$ cat config.mk
export PLATFORM = sky130hd
export DESIGN_NAME = acq_core_ctrl_flat
export DESIGN_NICKNAME = d
export VERILOG_FILES = /design/src/rtl/acq_core_ctrl_if.sv /design/src/rtl/acq_core_ctrl.sv /design/src/flat_wrapper.sv
export SDC_FILE = /design/constraint.sdc
export NUM_CORES = 1
export LEC_CHECK = 0
export CAP_MARGIN = 40
export CELL_PAD_IN_SITES_DETAIL_PLACEMENT = 1
export CELL_PAD_IN_SITES_GLOBAL_PLACEMENT = 2
export CORE_AREA = 5 5 81 83
export CTS_CLUSTER_SIZE = 8
export DETAILED_ROUTE_END_ITERATION = 8
export DIE_AREA = 0 0 86 88
export HOLD_SLACK_MARGIN = 0.03
export MAX_ROUTING_LAYER = met4
export PLACE_DENSITY = 0.87
export SKIP_CTS_REPAIR_TIMING = 1
export SYNTH_ARGS = -nofsm -noshare
export SYNTH_HDL_FRONTEND = slang
export SYNTH_SLANG_ARGS = --single-unit
$ cat constraint.sdc
create_clock -name clk -period 3.5 [get_ports clk]
set_clock_uncertainty 0.15 [all_clocks]
set_input_delay 0.875 -clock clk [delete_from_list [all_inputs] [get_ports clk]]
set_output_delay 0.875 -clock clk [all_outputs]
set_load 0.02 [all_outputs]
$ cat src/rtl/acq_core_ctrl_if.sv
// ============================================================================
//  Module      : core_interface
//  Description : Sequencer <-> correlator core handshake bundle.
//  Revision    : 1.0  initial release
// ============================================================================
`default_nettype none

interface core_interface;
    logic we;
    logic data_latch;
    logic we_adder;
    logic code_load;
    logic wr_buf;
    logic valid;

    modport slave  (output we, output data_latch, output we_adder,
                    output code_load, output wr_buf, input valid);
    modport master (input we, input data_latch, input we_adder,
                    input code_load, input wr_buf, output valid);
endinterface

`default_nettype wire

$ cat src/rtl/acq_core_ctrl.sv
// ============================================================================
//  Module      : acq_core_ctrl
//  Description : Fill / correlate / drain sequencer for one correlator core.
//                Optional drain watchdog: define ACQ_CTRL_TIMEOUT_EN.
//  Revision    : 1.0  initial release
// ============================================================================
`default_nettype none

module acq_core_ctrl #(
    parameter int CORE_SIZE = 256,
    parameter int N_SHIFTS  = 64,
    parameter int N_BLOCKS  = 4,
    parameter int ADDER_LAT = 8,
    parameter int TIMEOUT   = 1024
) (
    input  logic                                     clk,
    input  logic                                     rst,
    input  logic                                     start,
    input  logic                                     smp_vld,
    core_interface.slave                             core_if,
    output logic                                     busy,
    output logic                                     done,
    output logic [$clog2(N_SHIFTS*N_BLOCKS+1)-1:0]   res_cnt,
    output logic                                     err
);

    localparam int c_TOTAL   = N_SHIFTS * N_BLOCKS;
    localparam int c_RES_W   = $clog2(c_TOTAL + 1);
    localparam int c_FILL_W  = (CORE_SIZE > 1) ? $clog2(CORE_SIZE) : 1;
    localparam int c_SHIFT_W = (N_SHIFTS  > 1) ? $clog2(N_SHIFTS)  : 1;
    localparam int c_BLK_W   = (N_BLOCKS  > 1) ? $clog2(N_BLOCKS)  : 1;

    typedef enum logic [2:0] {
        S_IDLE   = 3'd0,
        S_FILL   = 3'd1,
        S_CORR   = 3'd2,
        S_RELOAD = 3'd3,
        S_DRAIN  = 3'd4,
        S_DONE   = 3'd5
    } state_t;

    generate
        if (ADDER_LAT != $clog2(CORE_SIZE) || TIMEOUT < 2) begin : g_param_check
            $error("acq_core_ctrl: ADDER_LAT must equal clog2(CORE_SIZE) and TIMEOUT >= 2");
        end
    endgenerate

    state_t                 r_state;
    logic [c_FILL_W-1:0]    r_fill_cnt;
    logic [c_SHIFT_W-1:0]   r_shift_cnt;
    logic [c_BLK_W-1:0]     r_blk_cnt;
    logic [c_RES_W-1:0]     r_res_cnt;
    logic                   r_busy;
    logic                   r_done;
    logic                   r_loaded;

    logic                   w_acc;
    logic                   w_fill_last;
    logic                   w_shift_last;
    logic                   w_blk_last;
    logic                   w_res_inc;
    logic [c_RES_W-1:0]     w_res_next;
    logic                   w_res_full;

    // Strobes are masked during reset so an abort never leaks a partial load.
    assign w_acc        = smp_vld & ~rst;
    assign w_fill_last  = (r_fill_cnt  == c_FILL_W'(CORE_SIZE - 1));
    assign w_shift_last = (r_shift_cnt == c_SHIFT_W'(N_SHIFTS - 1));
    assign w_blk_last   = (r_blk_cnt   == c_BLK_W'(N_BLOCKS - 1));

    assign core_if.we         = ((r_state == S_FILL) || (r_state == S_CORR)) && w_acc;
    assign core_if.we_adder   = (r_state == S_CORR) && w_acc;
    assign core_if.data_latch = (r_state == S_FILL) && w_acc && w_fill_last;
    assign core_if.wr_buf     = core_if.data_latch && !r_loaded;
    assign core_if.code_load  = (r_state == S_RELOAD) && !rst;

    assign w_res_inc  = core_if.valid && (r_state != S_IDLE) && (r_res_cnt != c_RES_W'(c_TOTAL));
    assign w_res_next = r_res_cnt + c_RES_W'(w_res_inc);
    assign w_res_full = (w_res_next == c_RES_W'(c_TOTAL));

    assign busy    = r_busy;
    assign done    = r_done;
    assign res_cnt = r_res_cnt;

`ifdef ACQ_CTRL_TIMEOUT_EN
    localparam int c_DRN_W = $clog2(TIMEOUT);
    logic [c_DRN_W-1:0] r_drain_cnt;
    logic               r_err;
    assign err = r_err;
`else
    assign err = 1'b0;
`endif

    always_ff @(posedge clk) begin
        if (rst) begin
            r_state     <= S_IDLE;
            r_fill_cnt  <= '0;
            r_shift_cnt <= '0;
            r_blk_cnt   <= '0;
            r_res_cnt   <= '0;
            r_busy      <= 1'b0;
            r_done      <= 1'b0;
            r_loaded    <= 1'b0;
`ifdef ACQ_CTRL_TIMEOUT_EN
            r_drain_cnt <= '0;
            r_err       <= 1'b0;
`endif
        end else begin
            r_done <= 1'b0;
            if (r_state != S_IDLE) begin
                r_res_cnt <= w_res_next;
            end
            case (r_state)
                S_IDLE: begin
                    if (start) begin
                        r_state     <= S_FILL;
                        r_busy      <= 1'b1;
                        r_fill_cnt  <= '0;
                        r_shift_cnt <= '0;
                        r_blk_cnt   <= '0;
                        r_res_cnt   <= '0;
`ifdef ACQ_CTRL_TIMEOUT_EN
                        r_drain_cnt <= '0;
                        r_err       <= 1'b0;
`endif
                    end
                end
                S_FILL: begin
                    if (w_acc) begin
                        if (w_fill_last) begin
                            r_fill_cnt <= '0;
                            r_loaded   <= 1'b1;
                            r_state    <= S_CORR;
                        end else begin
                            r_fill_cnt <= r_fill_cnt + 1'b1;
                        end
                    end
                end
                S_CORR: begin
                    if (w_acc) begin
                        if (w_shift_last) begin
                            r_shift_cnt <= '0;
                            r_state     <= w_blk_last ? S_DRAIN : S_RELOAD;
                        end else begin
                            r_shift_cnt <= r_shift_cnt + 1'b1;
                        end
                    end
                end
                S_RELOAD: begin
                    r_blk_cnt <= r_blk_cnt + 1'b1;
                    r_state   <= S_CORR;
                end
                S_DRAIN: begin
                    if (w_res_full) begin
                        r_state <= S_DONE;
                        r_busy  <= 1'b0;
                        r_done  <= 1'b1;
                    end
`ifdef ACQ_CTRL_TIMEOUT_EN
                    else if (r_drain_cnt == c_DRN_W'(TIMEOUT - 1)) begin
                        r_state <= S_DONE;
                        r_busy  <= 1'b0;
                        r_done  <= 1'b1;
                        r_err   <= 1'b1;
                    end else begin
                        r_drain_cnt <= r_drain_cnt + 1'b1;
                    end
`endif
                end
                S_DONE: begin
                    r_state <= S_IDLE;
                end
                default: begin
                    r_state <= S_IDLE;
                    r_busy  <= 1'b0;
                end
            endcase
        end
    end

endmodule

`default_nettype wire

$ cat src/flat_wrapper.sv
// flat-port wrapper written by rule: the top's interface ports become plain ports
module acq_core_ctrl_flat 
#(
    parameter int CORE_SIZE = 256,
    parameter int N_SHIFTS  = 64,
    parameter int N_BLOCKS  = 4,
    parameter int ADDER_LAT = 8,
    parameter int TIMEOUT   = 1024
)
  (clk, rst, start, smp_vld, busy, done, res_cnt, err, core_if_we, core_if_data_latch, core_if_we_adder, core_if_code_load, core_if_wr_buf, core_if_valid);
  core_interface core_if_i ();
  input  logic clk;
  input  logic rst;
  input  logic start;
  input  logic smp_vld;
  output logic busy;
  output logic done;
  output logic [$clog2(N_SHIFTS*N_BLOCKS+1)-1:0] res_cnt;
  output logic err;
  output wire logic [$bits(core_if_i.we)-1:0] core_if_we;
  output wire logic [$bits(core_if_i.data_latch)-1:0] core_if_data_latch;
  output wire logic [$bits(core_if_i.we_adder)-1:0] core_if_we_adder;
  output wire logic [$bits(core_if_i.code_load)-1:0] core_if_code_load;
  output wire logic [$bits(core_if_i.wr_buf)-1:0] core_if_wr_buf;
  input wire logic [$bits(core_if_i.valid)-1:0] core_if_valid;
  assign core_if_we = core_if_i.we;
  assign core_if_data_latch = core_if_i.data_latch;
  assign core_if_we_adder = core_if_i.we_adder;
  assign core_if_code_load = core_if_i.code_load;
  assign core_if_wr_buf = core_if_i.wr_buf;
  assign core_if_i.valid = core_if_valid;
  acq_core_ctrl #(.CORE_SIZE(CORE_SIZE), .N_SHIFTS(N_SHIFTS), .N_BLOCKS(N_BLOCKS), .ADDER_LAT(ADDER_LAT), .TIMEOUT(TIMEOUT)) u_core (.clk(clk), .rst(rst), .start(start), .smp_vld(smp_vld), .core_if(core_if_i), .busy(busy), .done(done), .res_cnt(res_cnt), .err(err));
endmodule
==> flow_metrics.env, run 1 <==
export IMPL_status="finished, final reports clean"
export IMPL_slew_headroom_pct=56.25
export IMPL_path_class="input port to output pin"
export IMPL_hold_viol_final=0
export IMPL_syn2layout_area_growth_pct=23.03
export IMPL_start_kind="input port"
export IMPL_via_per_inst=5.018
export IMPL_ys_top_cells_by_area="dfxtp_1, nor2_1, a21oi_1"
export IMPL_pwr_share_seq_pct=43.9
export IMPL_syn_area_um2=1733
export IMPL_antenna_found_initial=0
export IMPL_whs_path_depth=2
export IMPL_report_final_setup_viol=0
export IMPL_hp_class="flop to flop"
export IMPL_cts_tree="yes"
export IMPL_p_int_uw=584.0
export IMPL_dr_pass1_iters=4
export IMPL_dieArea_um2=7568
export IMPL_fill_cells=731
export IMPL_fin_crit_ns=3.388
export IMPL_p_sw_share_pct=32.77
export IMPL_fin_util_pct=36.88
export IMPL_pwr_share_clk_pct=33.0
export IMPL_drt_iter0_markers=63
export IMPL_grt_usage_pct=13.98
export IMPL_dp_hpwl_um=3264
export IMPL_clk_path_buf_depth=2
export IMPL_portBuffers=20
export IMPL_r2r_start="u_core.res_cnt[7]"
export IMPL_route_final_wire_length_um=4577
export IMPL_r2r_end="u_core.busy"
export IMPL_yosysMostFrequentCell="nor2_1"
export IMPL_grt_pass1_vias=1771
export IMPL_hold_end="u_core.r_loaded"
export IMPL_maxCapViolations=0
export IMPL_worst_pin_slew_ns=0.6549
export IMPL_final_cell_area_um2=2132
export IMPL_num_rows=28
export IMPL_cp_arrival_ns=2.36
export IMPL_post_synth_top_area_fraction_pct=35.81
export IMPL_via_count=1656
export IMPL_layout_drive_gt1_share_pct=8.627
export IMPL_start_util_pct=29.98
export IMPL_tns_ns=0
export IMPL_cpMostUsedCell="clkdlybuf4s50_1"
export IMPL_cp_cell_sequence="clkdlybuf4s50_1, nand2b_1, buf_4, a21oi_1, clkdlybuf4s50_1"
export IMPL_endpoint_kind="output pin"
export IMPL_min_delay_start="u_core.r_loaded"
export IMPL_clock_sinks=31
export IMPL_yosys_area_top_type="dfxtp_1"
export IMPL_placed_cell_area_um2=2037
export IMPL_final_nets=264
export IMPL_synth_seq_area_share_pct=35.81
export IMPL_grt_overflow=0
export IMPL_pre_cts_slack_ns=-0.2393
export IMPL_io_pins=22
export IMPL_ant_nets=0
export IMPL_cp_max_fo=3
export IMPL_cts_root_buf="clkbuf_8"
export IMPL_yosys_warnings=0
export IMPL_wl_per_cell_um=13.87
export IMPL_clkTransAtPathRegs_ns=0.07
export IMPL_final_max_slew_viol_count=0
export IMPL_insertedDiodeCount=0
export IMPL_fin_ws_ns=0.1123
export IMPL_syn_area_per_cell_um2=7.634
export IMPL_fp_coreArea_um2=5781
export IMPL_htree_levels=2
export IMPL_worstRegToRegCells=11
export IMPL_synth_edff_count=0
export IMPL_drc=0
export IMPL_p_sw_uw=284.6
export IMPL_synth_cell_types=43
export IMPL_synth_seq_cells=31
export IMPL_p_per_area_nw_per_um2=407.4
export IMPL_crit_slowest_cell="clkdlybuf4s50_1"
export IMPL_slowest_delay_ns=0.62
export IMPL_gp_congestion=0.8190
export IMPL_syn_inst=227
export IMPL_rrSetupSlack_ns=0.46
export IMPL_timing_fmax_mhz=295.2
export IMPL_crit_required_ns=2.47
export IMPL_async_flop_share_pct=0
export IMPL_die_x_um=86
export IMPL_synth_main_ff_cell="dfxtp_1"
export IMPL_grt_first_pass_wirelength_um=8176
export IMPL_die_h_um=88
export IMPL_clock_latency_ns=0.29
export IMPL_cts_buffers=5
export IMPL_synth_net_count=237
export IMPL_crit_start="rst"
export IMPL_final_period_utilization_pct=96.79
export IMPL_synthTopCellsByCount="nor2_1, dfxtp_1, a21oi_1"
export IMPL_leakage_uw=0.0008043
export IMPL_total_power_uw=868.6
export IMPL_grt_max_degree=27
export IMPL_combPwrFrac_pct=23.1
export IMPL_rsz0062_at_grt="no"
export IMPL_ir_drop_v=0.0001445
==> routing by layer <==
layer / GRT usage, % / vias to the layer above / part of all wire (%)
met1: 17.22 / 792 / 50
met4: 4.748 / 0 / 1.4
met2: 22.35 / 17 / 46
met5: - / - / 0
li1: - / 843 / -
met3: 3.387 / 4 / 2.0
==> worst max path at each step <==
stage          slack, ns  cells past startpoint              to
3_5_place_dp       -0.24                      6  core_if_wr_buf
6_report            0.11                      5      core_if_we
2_1_floorplan       0.64                     10     u_core.busy
4_1_cts            -0.25                      6  core_if_wr_buf
5_1_grt            0.007                      5      core_if_we
3_3_place_gp       -0.19                      6  core_if_wr_buf
==> worst max-delay path: cells and delay by family <==
family,cells,cell delay [ns]
AOI/OAI and AO/OA,1,0.12
and+or+nand+nor,1,0.18
buffers and inverters,3,1.19
==> sequential cells by signal, summed over array words and instances (netlist names) <==
name	count
u_core.busy	1
u_core.done	1
u_core.r_blk_cnt	2
u_core.r_fill_cnt	8
u_core.r_loaded	1
u_core.r_shift_cnt	6
u_core.r_state	3
u_core.res_cnt	9
==> layout by cell type (no fill, tap or decap), types with 2 or more instances in the layout <==
cell,instances
nor2_1,37
dfxtp_1,31
a21oi_1,25
nand2_1,20
clkdlybuf4s50_1,18
buf_4,12
nand3_1,11
nor3_1,9
o21ai_0,9
xor2_1,6
or3_1,5
nand2b_1,5
inv_1,5
xnor2_1,5
ha_1,5
clkbuf_8,5
nand3b_1,4
a31oi_1,3
nor2b_1,3
nand4_1,3
a211oi_1,3
and4_4,2
o21a_1,2
nor4_1,2
and3_1,2
dlymetal6s2s_1,2
==> cell type report <==
cell class	count	area [µm²]	share of cell area (%)
tap	75	93.84	4.401
clock buffer	6	72.57	3.404
clock inverter	2	12.51	0.5869
multi-input combinational	179	1018	47.77
timing repair buffer	32	295.3	13.85
sequential	31	620.6	29.11
inverter	5	18.77	0.8803
==> power by group through the flow <==
stage | Combinational [µW] | Sequential, µW | Clock [µW]
final | 201 | 381 | 287
after global routing | 228 | 382 | 314
after CTS | 205 | 380 | 302
after detailed placement | 202 | 388 | 0
after global placement | 200 | 387 | 0
after floorplan | 150 | 387 | 0
==> kinds of logic (layout without fill, tap and decap cells) <==
group | count (synthesis) | after routing | share of synthesized area, %
flops | 31 | 31 | 35.81
xor+xnor | 11 | 11 | 5.559
other cells | 1 | 1 | 0.2164
compound gates | 50 | 50 | 16.61
fa+ha+maj | 5 | 5 | 3.610
buf+inv | 17 | 45 | 5.704
simple gates | 112 | 112 | 32.49
==> metrics by stage <==
stage / hold WS (ns) / cells
after floorplan: 0.2759 / 227
after global placement: 0.2916 / 322
after detailed placement: 0.2997 / 322
after CTS: 0.3108 / 330
after global routing: 0.3543 / 330
final: 0.3087 / 330
No activity file was read; power rests on OpenSTA's default activity.
==> inputs of run 2 (changes only) <==
- CELL_PAD_IN_SITES_DETAIL_PLACEMENT: 1 -> default
- CELL_PAD_IN_SITES_GLOBAL_PLACEMENT: 2 -> default
- CORE_AREA: 5 5 81 83 -> 5 5 63 65
- DIE_AREA: 0 0 86 88 -> 0 0 68 70
==> run 2 against run 1 <==
Cell count shrank 11%. Sequential cell count is the same. Power shrank 13%. Register-to-register slack gained 0.06 ns. Die area shrank 37%. Count of clock-buffer cells in the layout is the same. Setup slack gained 0.0034 ns. Critical endpoint unchanged.
==> flow_metrics.env, run 2 (synthesized netlist as in run 1, its figures left out) <==
export IMPL_rsz0062_at_grt="no"
export IMPL_drc=0
export IMPL_via_count=1630
export IMPL_die_h_um=70
export IMPL_fin_crit_ns=3.384
export IMPL_clkTransAtPathRegs_ns=0.09
export IMPL_route_final_wire_length_um=3745
export IMPL_largest_register_ffs=9
export IMPL_path_class="input port to output pin"
export IMPL_status="finished, final reports clean"
export IMPL_timing_fmax_mhz=295.5
export IMPL_grt_usage_pct=17.64
export IMPL_p_per_area_nw_per_um2=375.8
export IMPL_clock_sinks=31
export IMPL_dr_pass1_iters=4
export IMPL_clk_path_buf_depth=2
export IMPL_cts_tree="yes"
export IMPL_die_x_um=68
export IMPL_via_per_inst=5.544
export IMPL_dieArea_um2=4760
export IMPL_fin_ws_ns=0.1157
export IMPL_io_pins=22
export IMPL_final_cell_mix="nor2_1, dfxtp_1, a21oi_1"
export IMPL_syn2layout_area_growth_pct=15.96
export IMPL_hold_viol_final=0
export IMPL_hp_class="flop to flop"
export IMPL_final_period_utilization_pct=96.69
export IMPL_ir_drop_v=0.0002440
export IMPL_htree_levels=2
export IMPL_insertedDiodeCount=0
export IMPL_pre_cts_slack_ns=-0.1530
export IMPL_grt_first_pass_wirelength_um=6430
export IMPL_grt_pass1_vias=1474
export IMPL_grt_overflow=0
export IMPL_leakage_uw=0.0007602
export IMPL_cts_root_buf="clkbuf_4"
export IMPL_cts_buffers=5
export IMPL_worst_pin_slew_ns=0.5822
export IMPL_slew_headroom_pct=61.11
export IMPL_antenna_found_initial=0
export IMPL_gp_congestion=0.9177
export IMPL_portBuffers=20
export IMPL_crit_required_ns=2.47
export IMPL_final_max_slew_viol_count=0
export IMPL_layout_commonest_cell="nor2_1"
export IMPL_clock_latency_ns=0.32
export IMPL_tns_ns=0
export IMPL_endpoint_kind="output pin"
export IMPL_drt_iter0_markers=91
export IMPL_ant_nets=0
export IMPL_grt_max_degree=27
export IMPL_num_rows=21
export IMPL_cp_arrival_ns=2.36
export IMPL_layout_drive_gt1_share_pct=5.645
export IMPL_fp_coreArea_um2=3284
export IMPL_start_kind="input port"
export IMPL_wl_per_cell_um=12.74
export IMPL_final_nets=259
export IMPL_start_util_pct=52.76
export IMPL_dp_hpwl_um=2634
export IMPL_cp_max_fo=3
export IMPL_maxCapViolations=0
export IMPL_report_final_setup_viol=0
## run 2: cell count changes in the layout (fill, tap and decap cells not counted)
cell        change
clkbuf_4        +5
clkbuf_8        -5
clkinvlp_4      -1
buf_4           -5
clkinv_2        -1
nor3_1          +1
nor3_2          -1
## run 2: routing by layer
metal | GRT usage (%) | vias up | wire [µm]
met2 | 26.45 | 30 | 1734
met5 | - | - | 0
met4 | 7.285 | 0 | 57
met1 | 21.65 | 758 | 1804
met3 | 5.449 | 4 | 149
li1 | - | 838 | -
## run 2: report_power, final
| part | switching [µW] | total [µW] | leakage [µW] | internal, µW |
|---|---|---|---|---|
| Clock | 114 | 185 | 0.0000242 | 71.4 |
| Sequential | 16.7 | 383 | 0.000251 | 366 |
| Combinational | 112 | 187 | 0.000485 | 75.0 |
| Total | 243 | 755 | 0.000760 | 513 |
## run 2: cell type report
class	instances	area, µm²
Clock buffer	6	41.29
Multi-Input combinational cell	179	1013
Sequential cell	31	620.6
Inverter	5	18.77
Timing Repair Buffer	27	257.7
Tap cell	46	57.56
Fill cell	300	1275
## run 2: stage by stage
| step | hold slack, ns | utilization [%] | power [µW] | instance area, µm² | cells |
|---|---|---|---|---|---|
| 3_3_place_gp | 0.2849 | 59.77 | 572.7 | 1963 | 288 |
| 2_1_floorplan | 0.2759 | - | 536.4 | 1733 | 227 |
| 4_1_cts | 0.3020 | 61.03 | 760.7 | 2004 | 294 |
| 5_1_grt | 0.3190 | 61.18 | 808.2 | 2009 | 294 |
| 3_5_place_dp | 0.2884 | 59.77 | 576.3 | 1963 | 288 |
| 6_report | 0.2979 | 61.18 | 755.1 | 2009 | 294 |
## run 2: worst paths after layout
check | cells after the start | startpoint | slack, ns | to
min | 2 | u_core.r_loaded | 0.30 | u_core.r_loaded
min reg2reg | 2 | u_core.r_loaded | 0.30 | u_core.r_loaded
max | 5 | rst | 0.12 | core_if_we
max reg2reg | 10 | u_core.res_cnt[7] | 0.52 | u_core.busy
## run 2: critical path, stage by stage
cell and delay (ns):
clkdlybuf4s50_1 0.41, nand2b_1 0.16, buf_4 0.15, a21oi_1 0.14, clkdlybuf4s50_1 0.63
